`src/rtl/axi4_lite_master.sv`:
```
// axi4_lite_master: single-outstanding command/response to AXI4-Lite initiator with handshake timeout
module axi4_lite_master #(
  parameter int ADDR_WIDTH     = 32,
  parameter int DATA_WIDTH     = 32,
  parameter int STROBE_WIDTH   = DATA_WIDTH / 8,
  parameter int TIMEOUT_CYCLES = 1024
) (
  input  logic                    clk,
  input  logic                    rst,
  input  logic                    i_cmd_valid,
  output logic                    o_cmd_ready,
  input  logic                    i_cmd_write,
  input  logic [ADDR_WIDTH-1:0]   i_cmd_addr,
  input  logic [DATA_WIDTH-1:0]   i_cmd_data,
  input  logic [STROBE_WIDTH-1:0] i_cmd_strb,
  output logic                    o_rsp_valid,
  input  logic                    i_rsp_ready,
  output logic                    o_rsp_write,
  output logic [DATA_WIDTH-1:0]   o_rsp_data,
  output logic [1:0]              o_rsp_resp,
  output logic                    o_rsp_timeout,
  output logic                    o_awvalid,
  input  logic                    i_awready,
  output logic [ADDR_WIDTH-1:0]   o_awaddr,
  output logic                    o_wvalid,
  input  logic                    i_wready,
  output logic [DATA_WIDTH-1:0]   o_wdata,
  output logic [STROBE_WIDTH-1:0] o_wstrb,
  input  logic                    i_bvalid,
  output logic                    o_bready,
  input  logic [1:0]              i_bresp,
  output logic                    o_arvalid,
  input  logic                    i_arready,
  output logic [ADDR_WIDTH-1:0]   o_araddr,
  input  logic                    i_rvalid,
  output logic                    o_rready,
  input  logic [DATA_WIDTH-1:0]   i_rdata,
  input  logic [1:0]              i_rresp
);
  localparam int CW = $clog2(TIMEOUT_CYCLES + 2);
  localparam logic [CW-1:0] TMO = CW'(TIMEOUT_CYCLES);
  typedef enum logic [2:0] {IDLE, WR_REQ, WR_RESP, RD_ADDR, RD_DATA, RESP} state_t;
  state_t state, state_n;
  logic [CW-1:0] cnt, cnt_n, cnt_inc;
  logic wr;
  logic cmd_ready_n, awvalid_n, wvalid_n, bready_n, arvalid_n, rready_n;
  logic rsp_valid_n, rsp_write_n, rsp_timeout_n;
  logic [DATA_WIDTH-1:0] rsp_data_n;
  logic [1:0] rsp_resp_n;
  logic cmd_hs, aw_hs, w_hs, b_hs, ar_hs, r_hs, any_hs, busy, tmo;
  assign cmd_hs  = i_cmd_valid & o_cmd_ready;
  assign aw_hs   = o_awvalid & i_awready;
  assign w_hs    = o_wvalid & i_wready;
  assign b_hs    = i_bvalid & o_bready;
  assign ar_hs   = o_arvalid & i_arready;
  assign r_hs    = i_rvalid & o_rready;
  assign any_hs  = aw_hs | w_hs | b_hs | ar_hs | r_hs;
  assign busy    = state inside {WR_REQ, WR_RESP, RD_ADDR, RD_DATA};
  assign cnt_inc = cnt + CW'(1);
  // a handshake in the firing cycle takes priority over the timeout
  assign tmo     = (TIMEOUT_CYCLES != 0) && busy && !any_hs && (cnt_inc == TMO);
  always_comb begin
    state_n       = state;
    awvalid_n     = o_awvalid;
    wvalid_n      = o_wvalid;
    bready_n      = o_bready;
    arvalid_n     = o_arvalid;
    rready_n      = o_rready;
    rsp_valid_n   = o_rsp_valid;
    rsp_write_n   = o_rsp_write;
    rsp_data_n    = o_rsp_data;
    rsp_resp_n    = o_rsp_resp;
    rsp_timeout_n = o_rsp_timeout;
    cnt_n         = (busy && !any_hs) ? cnt_inc : '0;
    case (state)
      IDLE: if (cmd_hs) begin
        state_n   = i_cmd_write ? WR_REQ : RD_ADDR;
        awvalid_n = i_cmd_write;
        wvalid_n  = i_cmd_write;
        arvalid_n = !i_cmd_write;
      end
      WR_REQ: begin
        awvalid_n = o_awvalid & !i_awready;
        wvalid_n  = o_wvalid & !i_wready;
        if (!awvalid_n && !wvalid_n) begin
          state_n  = WR_RESP;
          bready_n = 1'b1;
        end
      end
      WR_RESP: if (b_hs) begin
        state_n       = RESP;
        bready_n      = 1'b0;
        rsp_valid_n   = 1'b1;
        rsp_write_n   = 1'b1;
        rsp_data_n    = '0;
        rsp_resp_n    = i_bresp;
        rsp_timeout_n = 1'b0;
      end
      RD_ADDR: if (ar_hs) begin
        state_n   = RD_DATA;
        arvalid_n = 1'b0;
        rready_n  = 1'b1;
      end
      RD_DATA: if (r_hs) begin
        state_n       = RESP;
        rready_n      = 1'b0;
        rsp_valid_n   = 1'b1;
        rsp_write_n   = 1'b0;
        rsp_data_n    = i_rdata;
        rsp_resp_n    = i_rresp;
        rsp_timeout_n = 1'b0;
      end
      RESP: if (i_rsp_ready) begin
        state_n     = IDLE;
        rsp_valid_n = 1'b0;
      end
      default: state_n = IDLE;
    endcase
    if (tmo) begin
      state_n       = RESP;
      awvalid_n     = 1'b0;
      wvalid_n      = 1'b0;
      bready_n      = 1'b0;
      arvalid_n     = 1'b0;
      rready_n      = 1'b0;
      rsp_valid_n   = 1'b1;
      rsp_write_n   = wr;
      rsp_data_n    = '0;
      rsp_resp_n    = 2'b11;
      rsp_timeout_n = 1'b1;
    end
    cmd_ready_n = state_n == IDLE;
  end
  always_ff @(posedge clk) begin
    if (rst) begin
      state         <= IDLE;
      cnt           <= '0;
      wr            <= 1'b0;
      o_cmd_ready   <= 1'b0;
      o_awvalid     <= 1'b0;
      o_wvalid      <= 1'b0;
      o_bready      <= 1'b0;
      o_arvalid     <= 1'b0;
      o_rready      <= 1'b0;
      o_awaddr      <= '0;
      o_araddr      <= '0;
      o_wdata       <= '0;
      o_wstrb       <= '0;
      o_rsp_valid   <= 1'b0;
      o_rsp_write   <= 1'b0;
      o_rsp_data    <= '0;
      o_rsp_resp    <= 2'b00;
      o_rsp_timeout <= 1'b0;
    end else begin
      state         <= state_n;
      cnt           <= cnt_n;
      o_cmd_ready   <= cmd_ready_n;
      o_awvalid     <= awvalid_n;
      o_wvalid      <= wvalid_n;
      o_bready      <= bready_n;
      o_arvalid     <= arvalid_n;
      o_rready      <= rready_n;
      o_rsp_valid   <= rsp_valid_n;
      o_rsp_write   <= rsp_write_n;
      o_rsp_data    <= rsp_data_n;
      o_rsp_resp    <= rsp_resp_n;
      o_rsp_timeout <= rsp_timeout_n;
      if (cmd_hs) begin
        wr       <= i_cmd_write;
        o_awaddr <= i_cmd_addr;
        o_araddr <= i_cmd_addr;
        o_wdata  <= i_cmd_data;
        o_wstrb  <= i_cmd_strb;
      end
    end
  end
endmodule

```
`config.mk`:
```
export PLATFORM = sky130hd
export DESIGN_NAME = axi4_lite_master
export DESIGN_NICKNAME = d
export VERILOG_FILES = /design/src/rtl/axi4_lite_master.sv
export SDC_FILE = /design/constraint.sdc
export NUM_CORES = 1
export LEC_CHECK = 0
export ABC_AREA = 1
export BUFFER_PORTS_ARGS = -buffer_cell sky130_fd_sc_hd__buf_4
export CAP_MARGIN = 20
export CORE_ASPECT_RATIO = 1.25
export CORE_MARGIN = 2
export CORE_UTILIZATION = 34
export CTS_BUF_LIST = sky130_fd_sc_hd__clkbuf_8
export DETAILED_ROUTE_END_ITERATION = 10
export REMOVE_ABC_BUFFERS = 1
export SYNTH_ARGS = -nofsm -noshare
export SYNTH_HDL_FRONTEND = slang
export SYNTH_SLANG_ARGS = --single-unit
export TNS_END_PERCENT = 50
```
`constraint.sdc`:
```
create_clock -name clk -period 4.04 [get_ports clk]
set_clock_uncertainty 0.2 [all_clocks]
set_input_delay 0.202 -clock clk [delete_from_list [all_inputs] [get_ports clk]]
set_output_delay 0.202 -clock clk [all_outputs]
set_load 0.005 [all_outputs]
```
Yosys cells after proc, flatten, opt, wreduce, memory -nomap -nowiden
Index checks and enable logic that the tools add are counted.
- output and inout bits: 143
- input port bits: 114
- register bits after elaboration: 126
- bitwise logic cells: 13
- equal/unequal tests: 14
- add/sub/neg operators: 1
- reduce and logical (&&, ||, !) cells: 28
- muxes and demuxes: 37
- operators with widths (operator ; count):
    two-way mux 32 bit ; 2
    case mux 32 bit (2 select lines) ; 1
    two-way mux 3 bit ; 7
    case mux 3 bit (6 select lines) ; 1
    AND reduction 3 bit ; 5
    case mux 1 bit (2 select lines) ; 7
    two-way mux 1 bit ; 13
    adder 11 x 1 -> 11 bit, second input constant ; 1
    equality test 11 bit, second input constant ; 1
    nonzero test 2 bit ; 5
    != test 3 bit, second input constant ; 3
    bitwise AND 1 bit ; 8
    two-way mux 2 bit ; 4
    != test 2 bit, second input constant ; 4
    nonzero test 4 bit ; 2
    equality test 3 x 2 -> 1 bit, second input constant ; 2
    equality test 3 bit, second input constant ; 2
    zero test 1 bit ; 6
    zero test 3 bit ; 2
    bitwise OR 1 bit ; 4
    case mux 2 bit (2 select lines) ; 1
    AND reduction 4 bit ; 1
    OR reduction 2 bit ; 2
    equality test 3 x 1 -> 1 bit, second input constant ; 1
    other kinds (6) ; 8

Logic depth before layout (Yosys ltp)
Gate-level depths: netlist of the first run.
- word-level depth: 10
- gate-level depth with buffers: 13
- mapped depth without buffers: 12

Worst setup path before layout of the first run
OpenSTA, ideal clock, no wires.
- path kind: reg-to-reg
- start: register cnt[0]
- end: register o_bready
- slack: 2.087 ns
- buffers on the path: 2
- clock period less this slack: 1.953 ns
- cell stages (with the launch flop): 12
- arrival time: 1.637 ns
- cell sequence: dfxtp_1 ha_1 nand2_2 nor2_4 xnor2_1 nand2_1 nor2_2 nand2_4 nand2_4 buf_12 buf_12 a21oi_2
- word-level cells in the longest chain between the ends: 4
- ends and longest elaborated chain (item ; line ; text):
    from (decl) ; 44 ; logic [CW-1:0] cnt, cnt_n, cnt_inc;
    from (signal assigned) ; 156 ; cnt <= cnt_n;
    adder 11 x 1 -> 11 bit ; 59 ; assign cnt_inc = cnt + CW'(1);
    equality test 11 bit ; 61 ; assign tmo = (TIMEOUT_CYCLES != 0) && busy && !any_hs && (cnt_inc == TMO);
    logical AND 1 bit ; 61 ;
    OR reduction 2 bit (no source line) ; -- ;
    to (signal assigned) ; 160 ; o_bready <= bready_n;
    to (decl) ; 30 ; output logic o_bready,
Every way passes these cells.
A chain may end at the register's enable or synchronous reset.

Worst setup path after layout of the first run
- start: register state[2]
- end: register o_rsp_resp[0]
- word-level cells in the longest chain between the ends: 6
- elaborated cells between the ends (all ways): 13
- those cells by class: eq/ne: 6; mux: 2; reduce/logical: 5
- ends and longest elaborated chain (item ; line ; text):
    from (decl) ; 43 ; state_t state, state_n;
    from (signal assigned) ; 155 ; state <= state_n;
    equality test 3 x 1 -> 1 bit (tied with other cells) ; 58 ; assign busy = state inside {WR_REQ, WR_RESP, RD_ADDR, RD_DATA};
    nonzero test 4 bit ; 58 ;
    logical AND 1 bit (2 in a row) ; 61 ;
    != test 3 bit (no source line) or nonzero test 3 bit (tied branches) ; -- ;
    AND reduction 3 bit (no source line) ; -- ;
    to (signal assigned) ; 166 ; o_rsp_resp <= rsp_resp_n;
    to (decl) ; 20 ; output logic [1:0] o_rsp_resp,
Several ways; a longest one is shown, not always the timed one.

==> load_flow_metrics.sql, run 1 <==
INSERT INTO impl_metrics (metric_group, metric, value, unit) VALUES
('outcome', 'outcome', 'complete, no violations', ''),
('power_and_ir_drop', 'cellPowerDensity', '387', 'nW/um^2'),
('floorplanning', 'count_of_standard_cell_rows', '50', ''),
('clocking', 'cts.reportedPaths.clkPinSlew', '0.07', 'ns'),
('placement', 'count_of_port_buffers_added_during_placement', '256', ''),
('clocking', 'cts-buffers-inserted', '17', ''),
('synth', 'synth.largest_area_cell', 'sky130_fd_sc_hd__dfxtp_1', ''),
('setup_path', 'critical_path.reg2reg.startpoint', 'state[2]', ''),
('sta', 'maxSlewViolCount', '0', ''),
('synth', 'synthSimpleGateAreaFrac', '0.269', ''),
('clocking', 'clock_sink_count', '126', ''),
('sta', 'finalWorstPathRequiredPeriod', '2.87', 'ns'),
('layout', 'layout_commonest_cell', 'sky130_fd_sc_hd__buf_4', ''),
('setup_path', 'worstSetupStartpointType', 'flop', ''),
('synth', 'proportion_of_synthesized_chip_area_in_sequential_cells', '0.486', ''),
('setup_path', 'end_kind', 'flop', ''),
('sta', 'timing.final.setup_violations', '0', ''),
('clocking', 'ctsHtreeMaxLevel', '4', ''),
('floorplanning', 'floorplan.initialDensity', '0.347', ''),
('sta', 'worst_slew_margin_rel', '0.497', ''),
('layout', 'mostFrequentLayoutCells', '261 x sky130_fd_sc_hd__buf_4, 162 x sky130_fd_sc_hd__nor2_1, 126 x sky130_fd_sc_hd__dfxtp_1', ''),
('clocking', 'postCtsResizedCells', '0', ''),
('synth', 'leading_post_synthesis_cells_by_cell_area', 'sky130_fd_sc_hd__dfxtp_1 49%, sky130_fd_sc_hd__nor2_1 12%, sky130_fd_sc_hd__o21ai_0 6.9%', ''),
('sta', 'worst_slack', '1.17', 'ns'),
('routing', 'vias_per_cell', '4.60', ''),
('layout', 'post_route_cells_drive_above_1_share', '0.330', ''),
('synth', 'synth_compound_gate_area_share', '0.132', ''),
('setup_path', 'timing.critical_path.from', 'state[2]', ''),
('synth', 'synth-warning-count', '0', ''),
('power_and_ir_drop', 'switching_share', '0.283', ''),
('placement', 'gp_congestion', '0.820', ''),
('setup_path', 'cp_data_required_time', '4.17', 'ns'),
('power_and_ir_drop', 'power_report.internal_total', '2.34', 'mW'),
('synth', 'syn-cell-area', '5190', 'um^2'),
('global_route', 'grt_pass1_wl', '26.4', 'mm'),
('clocking', 'tritoncts_clock_tree', 'yes', ''),
('placement', 'dp_hpwl', '11.0', 'mm'),
('setup_path', 'worst-setup-path-type', 'flop to flop', ''),
('synth', 'synth_cell_type_count', '32', ''),
('synth', 'xor_xnor_share_of_the_synthesized_area', '0.00337', ''),
('routing', 'initial_drt_markers', '384', ''),
('power_and_ir_drop', 'leakage', '3.77', 'nW'),
('setup_path', 'worstPathMaxFanout', '37', ''),
('sta', 'rsz_0062_raised_after_global_routing', 'false', ''),
('clocking', 'cts_root_buf', 'sky130_fd_sc_hd__clkbuf_8', ''),
('global_route', 'groute.usage.overall', '0.204', ''),
('power_and_ir_drop', 'clockPowerShare', '0.326', ''),
('sta', 'timing.setup.tns', '0', 'ns'),
('synth', 'synth.top_cell.area_share', '0.486', ''),
('global_route', 'first_global_vias', '5409', ''),
('floorplanning', 'fp.coreArea', '15000', 'um^2'),
('routing', 'drt.antenna.violating_nets', '0', ''),
('routing', 'route.detailed.wl_per_inst', '14.0', 'um'),
('min_path', 'hold_class', 'primary input to flop', ''),
('global_route', 'global_route.overflow_total', '0', ''),
('clocking', 'post_cts_setup_buffers', '0', ''),
('routing', 'total_wirelength_of_the_detailed_routed_design', '16.7', 'mm'),
('synth', 'post_synthesis_mux_area_share', '0', ''),
('synth', 'avgSynthCellArea', '7.70', 'um^2'),
('run', 'cap_violations', '0', ''),
('sta', 'final.period_utilization', '0.711', ''),
('placement', 'placement_setup_slack', '1.63', 'ns'),
('synth', 'synthAdderAreaFrac', '0.00482', ''),
('setup_path', 'timing.reg2reg.setup_slack', '1.17', 'ns'),
('power_and_ir_drop', 'proportion_of_power_drawn_by_combinational_gates', '0.231', ''),
('clocking', 'ctsLongestPathBuffers', '2', ''),
('sta', 'fmax', '0.348', 'GHz'),
('floorplanning', 'die_width', '115', 'um'),
('synth', 'postSynthRegisterBits', '126', ''),
('sta', 'final.hold.worst_slack', '0.0994', 'ns'),
('synth', 'postSynthCellCount', '674', '');
-- routing by layer --
metal	GRT usage	up-vias	routed length [um]
li1	-	2796	-
met1	0.230	2446	7000
met2	0.357	219	8020
met3	0.0609	27	1290
met4	0.0815	0	365
met5	0	-	0
-- synthesized netlist by cell type --
library cell                 n
sky130_fd_sc_hd__nor2_2      2
sky130_fd_sc_hd__a31oi_1     2
sky130_fd_sc_hd__clkbuf_1   23
sky130_fd_sc_hd__nand2_2     4
sky130_fd_sc_hd__buf_2       5
sky130_fd_sc_hd__clkinv_1    1
sky130_fd_sc_hd__buf_1       2
sky130_fd_sc_hd__xor2_1      1
sky130_fd_sc_hd__inv_1      24
sky130_fd_sc_hd__xnor2_1     1
sky130_fd_sc_hd__nor3b_1     1
sky130_fd_sc_hd__nand3b_1    3
sky130_fd_sc_hd__nand2_1    90
sky130_fd_sc_hd__nand3_2     3
sky130_fd_sc_hd__o21ai_1     1
sky130_fd_sc_hd__nor4_1      1
sky130_fd_sc_hd__a21oi_1    25
sky130_fd_sc_hd__inv_2       4
sky130_fd_sc_hd__o21bai_1    1
sky130_fd_sc_hd__nor3_1      2
sky130_fd_sc_hd__buf_4      34
sky130_fd_sc_hd__buf_12      3
sky130_fd_sc_hd__o21ai_0    72
sky130_fd_sc_hd__dfxtp_1   126
sky130_fd_sc_hd__nor2_1    162
sky130_fd_sc_hd__nor2_4      3
sky130_fd_sc_hd__nand4_1     5
sky130_fd_sc_hd__nand3_1    48
sky130_fd_sc_hd__a21oi_2    20
sky130_fd_sc_hd__nor3_2      1
sky130_fd_sc_hd__ha_1        2
sky130_fd_sc_hd__nand2_4     2
-- logic make-up (layout without fill, tap and decap cells) --
logic type                 Yosys count  count (layout)
DFF                                126             126
buffers and inverters               96             431
xor gates and xnor gates             2               2
other                                0               1
and+or+nand+nor                    327             327
AOI/OAI and AO/OA                  121             121
adders and majority gates            2               2
-- per-stage QoR --
stage	util	instances	cell area [um^2]	total power, mW
global placement	0.465	1050	6950	2.14
global route	0.564	1192	8440	3.45
detailed placement	0.465	1050	6950	2.14
finish	0.564	1192	8440	3.26
floorplan	-	607	4760	1.73
CTS	0.564	1191	8440	3.30
-- final timing paths --
kind	endpoint	cells past startpoint
max	o_rsp_resp[0]	10
min	o_rready	5
max reg2reg	o_rsp_resp[0]	10
min reg2reg	o_rsp_timeout	2
-- layout make-up --
type | instances | area (um^2)
flip-flops and latches | 126 | 2520
well taps | 182 | 228
clock inverters | 9 | 85.1
fillers | 1376 | 6510
repair buffers | 371 | 3060
clock buffers | 22 | 303
inverters | 29 | 109
multi-input cells | 452 | 2130
diodes | 1 | 2.50
-- state kept, by name, indices dropped and copies added, names as in the netlist --
register,flops
cnt,11
o_araddr,32
o_arvalid,1
o_awvalid,1
o_bready,1
o_cmd_ready,1
o_rready,1
o_rsp_data,32
o_rsp_resp,2
o_rsp_timeout,1
o_rsp_valid,1
o_rsp_write,1
o_wdata,32
o_wstrb,4
o_wvalid,1
state,3
wr,1
-- worst max-delay path, stage by stage (launching register included) --
cell and delay (ns):
sky130_fd_sc_hd__dfxtp_1 0.41, sky130_fd_sc_hd__nand2_1 0.13, sky130_fd_sc_hd__nor2_4 0.09, sky130_fd_sc_hd__buf_4 0.34
sky130_fd_sc_hd__nand3_1 0.19, sky130_fd_sc_hd__nand2_2 0.33, sky130_fd_sc_hd__buf_4 0.31, sky130_fd_sc_hd__a31oi_1 0.11
sky130_fd_sc_hd__dlygate4sd3_1 0.57, sky130_fd_sc_hd__nand2_1 0.07, sky130_fd_sc_hd__inv_1 0.03
-- power groups by stage --
stage          combinational [mW]  sequential (mW)  clock (mW)
2_1_floorplan               0.255             1.48           0
3_3_place_gp                0.669             1.47           0
3_5_place_dp                0.669             1.47           0
4_1_cts                     0.758             1.44        1.10
5_1_grt                     0.841             1.46        1.15
6_report                    0.755             1.44        1.06
(Power assumes the default switching activity.)
==> run 2: changes to the inputs <==
==> constraint.sdc (replaced) <==
create_clock -name clk -period 2.9 [get_ports clk]
set_clock_uncertainty 0.2 [all_clocks]
set_input_delay 0.145 -clock clk [delete_from_list [all_inputs] [get_ports clk]]
set_output_delay 0.145 -clock clk [all_outputs]
set_load 0.005 [all_outputs]
==> run 2 against run 1 <==
  * Sequential share of layout area increased by 0.089 points
  * Maximum frequency increased by 23%
  * Combinational power up 40%
  * Flip-flop and latch count unchanged
  * Critical path depth is 1 lower
  * Clock power is 34% higher
  * Clock-buffer cell count down 4
  * First-iteration DRC count is 21% lower
  * Setup slack lost 0.60 ns
  * Wire length about the same
==> load_flow_metrics.sql, run 2 (synthesis gave the netlist of run 1 again) <==
INSERT INTO impl_metrics (metric_group, metric, value, unit) VALUES
('outcome', 'outcome', 'complete, no violations', ''),
('min_path', 'min_to', 'wr', ''),
('layout', 'stdcell_area', '8410', 'um^2'),
('setup_path', 'end_kind', 'flop', ''),
('sta', 'final_hold_viols', '0', ''),
('power_and_ir_drop', 'switching_share', '0.281', ''),
('placement', 'dp_hpwl', '11.1', 'mm'),
('routing', 'total_wirelength_of_the_detailed_routed_design', '16.7', 'mm'),
('floorplanning', 'fp.dieH', '142', 'um'),
('min_path', 'hold_class', 'primary input to flop', ''),
('layout', 'mostFrequentLayoutCells', '261 x sky130_fd_sc_hd__buf_4, 162 x sky130_fd_sc_hd__nor2_1, 126 x sky130_fd_sc_hd__dfxtp_1', ''),
('routing', 'detailed_routing_iterations_pass_1', '4', ''),
('sta', 'timing.setup.tns', '0', 'ns'),
('sta', 'timing.final.setup_violations', '0', ''),
('power_and_ir_drop', 'proportion_of_power_drawn_by_combinational_gates', '0.235', ''),
('setup_path', 'worstPathMaxFanout', '36', ''),
('routing', 'drt.antenna.violating_nets', '0', ''),
('power_and_ir_drop', 'seq_power_share', '0.448', ''),
('clocking', 'cts.reportedPaths.clkPinSlew', '0.07', 'ns'),
('setup_path', 'worst-setup-path-type', 'flop to flop', ''),
('power_and_ir_drop', 'clockPowerShare', '0.317', ''),
('layout', 'filler_cell_count', '1398', ''),
('clocking', 'ctsLongestPathBuffers', '2', ''),
('layout', 'layout_top_registers', 'o_araddr x32, o_rsp_data x32, o_wdata x32', ''),
('power_and_ir_drop', 'leakage', '3.78', 'nW'),
('power_and_ir_drop', 'switching_power', '1.26', 'mW'),
('sta', 'worst_slew_margin_rel', '0.496', ''),
('power_and_ir_drop', 'power_report.internal_total', '3.23', 'mW'),
('run', 'cap_violations', '0', ''),
('sta', 'rsz_0062_raised_after_global_routing', 'false', ''),
('layout', 'seq_area', '2520', 'um^2'),
('clocking', 'cts-buffers-inserted', '17', ''),
('routing', 'drc', '0', ''),
('power_and_ir_drop', 'total_power', '4.49', 'mW'),
('routing', 'route.detailed.wl_per_inst', '14.0', 'um'),
('routing', 'vias_per_cell', '4.66', ''),
('setup_path', 'cp_arrival', '2.47', 'ns'),
('layout', 'fin_nets', '1114', ''),
('placement', 'count_of_port_buffers_added_during_placement', '256', ''),
('layout', 'final_util', '0.563', ''),
('global_route', 'grt_pass1_wl', '26.7', 'mm'),
('clocking', 'worst_skew_pair.late_latency', '0.44', 'ns'),
('min_path', 'hold_depth', '3', ''),
('routing', 'initial_drt_markers', '305', ''),
('floorplanning', 'floorplan.initialDensity', '0.347', ''),
('layout', 'post_route_cells_drive_above_1_share', '0.325', ''),
('setup_path', 'critical_path.reg2reg.endpoint', 'o_rsp_resp[1]', ''),
('setup_path', 'timing.reg2reg.setup_slack', '0.57', 'ns'),
('floorplanning', 'floorplan.io_pins', '257', ''),
('placement', 'gp_congestion', '0.847', ''),
('sta', 'finalWorstPathRequiredPeriod', '2.33', 'ns'),
('clocking', 'ctsHtreeMaxLevel', '4', ''),
('floorplanning', 'fp.coreArea', '15000', 'um^2'),
('setup_path', 'cp_data_required_time', '3.04', 'ns'),
('sta', 'final.hold.worst_slack', '0.126', 'ns'),
('global_route', 'global_route.overflow_total', '0', ''),
('global_route', 'groute.usage.overall', '0.207', ''),
('sta', 'worst_slew_pin_slew', '0.755', 'ns'),
('routing', 'routed-via-count', '5554', ''),
('floorplanning', 'total_die_area', '16300', 'um^2'),
('power_and_ir_drop', 'cellPowerDensity', '534', 'nW/um^2'),
('clocking', 'cts_root_buf', 'sky130_fd_sc_hd__clkbuf_8', ''),
('power_and_ir_drop', 'ir_drop', '0.285', 'mV'),
('floorplanning', 'die_width', '115', 'um'),
('layout', 'area_growth_syn_to_layout', '62.1', '%'),
('sta', 'fmax', '0.429', 'GHz'),
('clocking', 'clock_sink_count', '126', ''),
('setup_path', 'critical_path.reg2reg.startpoint', 'state[2]', ''),
('setup_path', 'r2r.worst_path.cells', '9', ''),
('min_path', 'holdCritStartpoint', 'i_cmd_valid', ''),
('sta', 'final.period_utilization', '0.803', ''),
('floorplanning', 'count_of_standard_cell_rows', '50', ''),
('layout', 'layout_commonest_cell', 'sky130_fd_sc_hd__buf_4', ''),
('global_route', 'first_global_vias', '5401', ''),
('layout', 'multi_input_comb_area', '2130', 'um^2'),
('global_route', 'grt_start_max_net_pins', '68', ''),
('layout', 'antennaDiodeCount', '0', ''),
('placement', 'place_area', '6950', 'um^2'),
('clocking', 'tritoncts_clock_tree', 'yes', ''),
('global_route', 'grt_antenna_before_repair', '0', ''),
('setup_path', 'worstSetupStartpointType', 'flop', ''),
('sta', 'maxSlewViolCount', '0', '');
## run 2: cell count changes in the layout (fill, tap and decap cells not counted), sizes merged
| cell | previous run | this run |
|---|---|---|
| clkbuf | 22 | 18 |
| inv | 29 | 33 |
| clkinvlp | 3 | 1 |
| bufinv | 1 | 2 |
| diode | 1 | 0 |
| dlygate4sd3 | 110 | 111 |
## run 2: metrics by stage
step           instances  worst slack, ns
2_1_floorplan        607            0.523
3_3_place_gp        1050            0.657
3_5_place_dp        1050            0.610
4_1_cts             1191            0.551
5_1_grt             1191            0.361
6_report            1191            0.570
## run 2: power groups by stage
| stage | logic, mW | registers, mW | clock network [mW] |
|---|---|---|---|
| after global placement | 0.929 | 2.05 | 0 |
| after floorplan | 0.355 | 2.06 | 0 |
| final | 1.06 | 2.01 | 1.42 |
| after detailed placement | 0.934 | 2.05 | 0 |
| after CTS | 1.06 | 2.01 | 1.48 |
| after global routing | 1.17 | 2.03 | 1.55 |
## run 2: critical path, stage by stage, from the launching register on
cell and delay, ns:
sky130_fd_sc_hd__dfxtp_1 0.42, sky130_fd_sc_hd__nand2_1 0.14, sky130_fd_sc_hd__nor2_4 0.11, sky130_fd_sc_hd__buf_4 0.36, sky130_fd_sc_hd__inv_1 0.16, sky130_fd_sc_hd__nand2_1 0.09
sky130_fd_sc_hd__a31oi_1 0.07, sky130_fd_sc_hd__dlygate4sd3_1 0.57, sky130_fd_sc_hd__nand2_1 0.07, sky130_fd_sc_hd__inv_1 0.04
## run 2: worst max path at each step
stage | from | end | slack, ns
global placement | cnt[0] | o_rsp_data[13] | 0.66
CTS | state[2] | o_rsp_resp[0] | 0.55
finish | state[2] | o_rsp_resp[1] | 0.57
floorplan | o_cmd_ready | o_araddr[0] | 0.52
global route | state[2] | o_rsp_resp[1] | 0.36
detailed placement | cnt[0] | o_rsp_data[15] | 0.61
## run 2: layout make-up
cell class | count | share of cell area
clock buffer | 18 | 0.0294
inverter | 29 | 0.0129
clock inverter | 12 | 0.0128
sequential | 126 | 0.300
timing repair buffer | 372 | 0.365
multi-input combinational | 452 | 0.253
tap | 182 | 0.0271
## run 2: repair_timing
action	4_1_cts	5_1_grt
hold buffers	111	0
setup buffers	0	0
resized for setup	0	0
hold endpoints to repair	114	0
## run 2: metal layers
layer  vias to the layer above  global-route usage  part of all wire
met2                       219               0.356              0.48
met1                      2517               0.242              0.42
li1                       2791                   -                 -
met5                         -                   0                 0
met3                        27              0.0558             0.075
met4                         0              0.0822             0.021
==> run 3: changes to the inputs <==
==> constraint.sdc (replaced) <==
create_clock -name clk -period 2.1 [get_ports clk]
set_clock_uncertainty 0.2 [all_clocks]
set_input_delay 0.105 -clock clk [delete_from_list [all_inputs] [get_ports clk]]
set_output_delay 0.105 -clock clk [all_outputs]
set_load 0.005 [all_outputs]
==> run 3 against run 2 <==
  * Worst hold slack got worse by 0.10 ns
  * Power rose by 39%
  * Wire length rose by 3.0%
  * Register-to-register slack got worse by 0.43 ns
  * Clock power rose by 37%
  * Non-clock buffer count rose by 8
  * Setup slack got worse by 0.43 ns
  * Maximum frequency rose by 19%
  * Via count rose by 0.18%
  * Highest routed layer unchanged
  * Core utilization rose by 1.0 points
  * Global-route usage rose by 0.13 points
  * Design area rose by 1.8%
==> load_flow_metrics.sql, run 3 (synthesis gave the netlist of run 1 again) <==
INSERT INTO impl_metrics (metric_group, metric, value, unit) VALUES
('global_route', 'grt_start_max_net_pins', '53', ''),
('routing', 'routed-wl-met2', '8.90', 'mm'),
('sta', 'rsz_0062_raised_after_global_routing', 'true', ''),
('layout', 'fin_cells', '1201', ''),
('setup_path', 'cp_data_required_time', '2.24', 'ns'),
('layout', 'post_route_cells_drive_above_1_share', '0.339', ''),
('floorplanning', 'total_die_area', '16300', 'um^2'),
('setup_path', 'worst-setup-path-type', 'flop to flop', ''),
('setup_path', 'critical_path.reg2reg.endpoint', 'o_rsp_data[20]', ''),
('routing', 'route.detailed.wl_per_inst', '14.3', 'um'),
('clocking', 'clock_sink_count', '126', ''),
('sta', 'worst_slew_margin_rel', '0.722', ''),
('power_and_ir_drop', 'switching_power', '1.79', 'mW'),
('sta', 'finalWorstPathRequiredPeriod', '1.96', 'ns'),
('setup_path', 'worstPathMaxFanout', '15', ''),
('global_route', 'first_global_vias', '5422', ''),
('placement', 'dp_hpwl', '11.4', 'mm'),
('power_and_ir_drop', 'power_report.internal_total', '4.43', 'mW'),
('layout', 'stdcell_area', '8560', 'um^2'),
('power_and_ir_drop', 'cellPowerDensity', '727', 'nW/um^2'),
('sta', 'worst_slack', '0.144', 'ns'),
('placement', 'count_of_port_buffers_added_during_placement', '256', ''),
('layout', 'fin_nets', '1122', ''),
('clocking', 'ctsHtreeMaxLevel', '4', ''),
('global_route', 'grt_pass1_wl', '26.7', 'mm'),
('sta', 'timing.final.setup_violations', '0', ''),
('routing', 'drt.antenna.violating_nets', '0', ''),
('routing', 'met3WireLength', '1.22', 'mm'),
('placement', 'post-place-cells', '1057', ''),
('sta', 'fmax', '0.511', 'GHz'),
('routing', 'routed-via-count', '5564', ''),
('power_and_ir_drop', 'ir_drop', '0.352', 'mV'),
('power_and_ir_drop', 'proportion_of_power_drawn_by_combinational_gates', '0.242', ''),
('setup_path', 'worstSetupStartpointType', 'flop', ''),
('routing', 'vias_per_cell', '4.63', ''),
('placement', 'place_area', '7040', 'um^2'),
('sta', 'final.hold.worst_slack', '0.0256', 'ns'),
('min_path', 'hold_depth', '5', ''),
('run', 'cap_violations', '0', ''),
('setup_path', 'timing.reg2reg.setup_slack', '0.14', 'ns'),
('clocking', 'post_cts_setup_buffers', '0', ''),
('sta', 'final_hold_viols', '0', ''),
('global_route', 'global_route.overflow_total', '0', ''),
('layout', 'mostFrequentLayoutCells', '265 x sky130_fd_sc_hd__buf_4, 162 x sky130_fd_sc_hd__nor2_1, 123 x sky130_fd_sc_hd__dfxtp_1', ''),
('clocking', 'worst_skew_pair.late_latency', '0.44', 'ns'),
('global_route', 'groute.usage.overall', '0.208', ''),
('global_route', 'grt_antenna_before_repair', '0', ''),
('setup_path', 'cp_arrival', '2.09', 'ns'),
('sta', 'maxSlewViolCount', '0', ''),
('clocking', 'cts.reportedPaths.clkPinSlew', '0.07', 'ns'),
('sta', 'final.period_utilization', '0.931', ''),
('floorplanning', 'floorplan.io_pins', '257', ''),
('min_path', 'holdCritStartpoint', 'i_cmd_valid', ''),
('layout', 'layout_top_registers', 'o_araddr x32, o_rsp_data x32, o_wdata x32', ''),
('routing', 'initial_drt_markers', '311', ''),
('power_and_ir_drop', 'seq_power_share', '0.446', ''),
('sta', 'worst_slew_pin_slew', '0.416', 'ns'),
('clocking', 'ctsLongestPathBuffers', '2', ''),
('min_path', 'min_to', 'o_arvalid', ''),
('placement', 'gp_congestion', '0.825', ''),
('clocking', 'cts-buffers-inserted', '17', ''),
('power_and_ir_drop', 'clockPowerShare', '0.312', ''),
('floorplanning', 'fp.dieH', '142', 'um'),
('layout', 'layout_commonest_cell', 'sky130_fd_sc_hd__buf_4', ''),
('routing', 'drt-met1-wl', '6.93', 'mm'),
('power_and_ir_drop', 'switching_share', '0.288', ''),
('setup_path', 'critical_path.reg2reg.startpoint', 'cnt[0]', ''),
('routing', 'total_wirelength_of_the_detailed_routed_design', '17.2', 'mm'),
('layout', 'antennaDiodeCount', '0', ''),
('clocking', 'cts_root_buf', 'sky130_fd_sc_hd__clkbuf_8', ''),
('setup_path', 'end_kind', 'flop', ''),
('floorplanning', 'floorplan.initialDensity', '0.347', ''),
('outcome', 'outcome', 'complete, no violations', ''),
('power_and_ir_drop', 'leakage', '3.84', 'nW'),
('floorplanning', 'die_width', '115', 'um'),
('min_path', 'hold_class', 'primary input to flop', ''),
('setup_path', 'r2r.worst_path.cells', '11', ''),
('power_and_ir_drop', 'total_power', '6.23', 'mW'),
('routing', 'drc', '0', ''),
('routing', 'topRoutingLayerUsed', 'met4', ''),
('placement', 'placement_setup_slack', '0.00280', 'ns'),
('clocking', 'tritoncts_clock_tree', 'yes', ''),
('routing', 'detailed_routing_iterations_pass_1', '4', ''),
('layout', 'area_growth_syn_to_layout', '65.0', '%'),
('floorplanning', 'fp.coreArea', '15000', 'um^2'),
('floorplanning', 'count_of_standard_cell_rows', '50', '');
[run 3: area by class of cell]
class / instances / area (um^2)
Fill cell: 1369 / 6390
Timing Repair Buffer: 380 / 3190
Sequential cell: 126 / 2530
Multi-Input combinational cell: 452 / 2150
Clock buffer: 19 / 262
Tap cell: 182 / 228
Inverter: 29 / 111
Clock inverter: 13 / 101
[run 3: per-layer routing]
metal | GRT usage | vias to the layer above
met2 | 0.383 | 218
met1 | 0.230 | 2514
li1 | - | 2819
met3 | 0.0596 | 13
met4 | 0.0597 | 0
met5 | 0 | -
[run 3: worst max-delay path by stage]
stage	from	to	slack (ns)
floorplan	o_cmd_ready	o_araddr[0]	-0.28
global placement	cnt[0]	o_rsp_data[15]	0.05
detailed placement	cnt[0]	o_rsp_data[2]	0.003
CTS	cnt[1]	o_rsp_data[10]	0.01
global route	cnt[0]	state[1]	-0.002
finish	cnt[0]	o_rsp_data[20]	0.14
[run 3: critical path, cell delays in order, from the launching register on]
cell,delay (ns)
sky130_fd_sc_hd__dfxtp_4,0.38
sky130_fd_sc_hd__ha_2,0.20
sky130_fd_sc_hd__nand2_2,0.09
sky130_fd_sc_hd__nand2_1,0.09
sky130_fd_sc_hd__nand2_1,0.05
sky130_fd_sc_hd__nor2_1,0.12
sky130_fd_sc_hd__nand3_2,0.11
sky130_fd_sc_hd__nor2_4,0.14
sky130_fd_sc_hd__nand2_4,0.10
sky130_fd_sc_hd__nand2_4,0.11
sky130_fd_sc_hd__clkbuf_16,0.20
sky130_fd_sc_hd__a21oi_2,0.04
[run 3: what timing repair did]
action	4_1_cts	5_1_grt
gates resized for setup	1	10
setup endpoints to repair	16	39
cloned	0	1
hold buffers	111	0
pin swaps	0	0
endpoints found under the hold margin	114	0
[run 3: metrics by stage]
stage          setup TNS (ns)   util
3_5_place_dp                0  0.471
3_3_place_gp                0  0.471
2_1_floorplan          -27.33      -
4_1_cts                     0  0.569
6_report                    0  0.573
5_1_grt              -0.00251  0.573
[run 3: power groups by stage]
| stage | combinational [mW] | sequential [mW] | clock (mW) |
|---|---|---|---|
| 3_5_place_dp | 1.33 | 2.83 | 0 |
| 6_report | 1.51 | 2.78 | 1.94 |
| 2_1_floorplan | 0.490 | 2.84 | 0 |
| 5_1_grt | 1.67 | 2.81 | 2.10 |
| 3_3_place_gp | 1.32 | 2.83 | 0 |
| 4_1_cts | 1.50 | 2.78 | 2.01 |
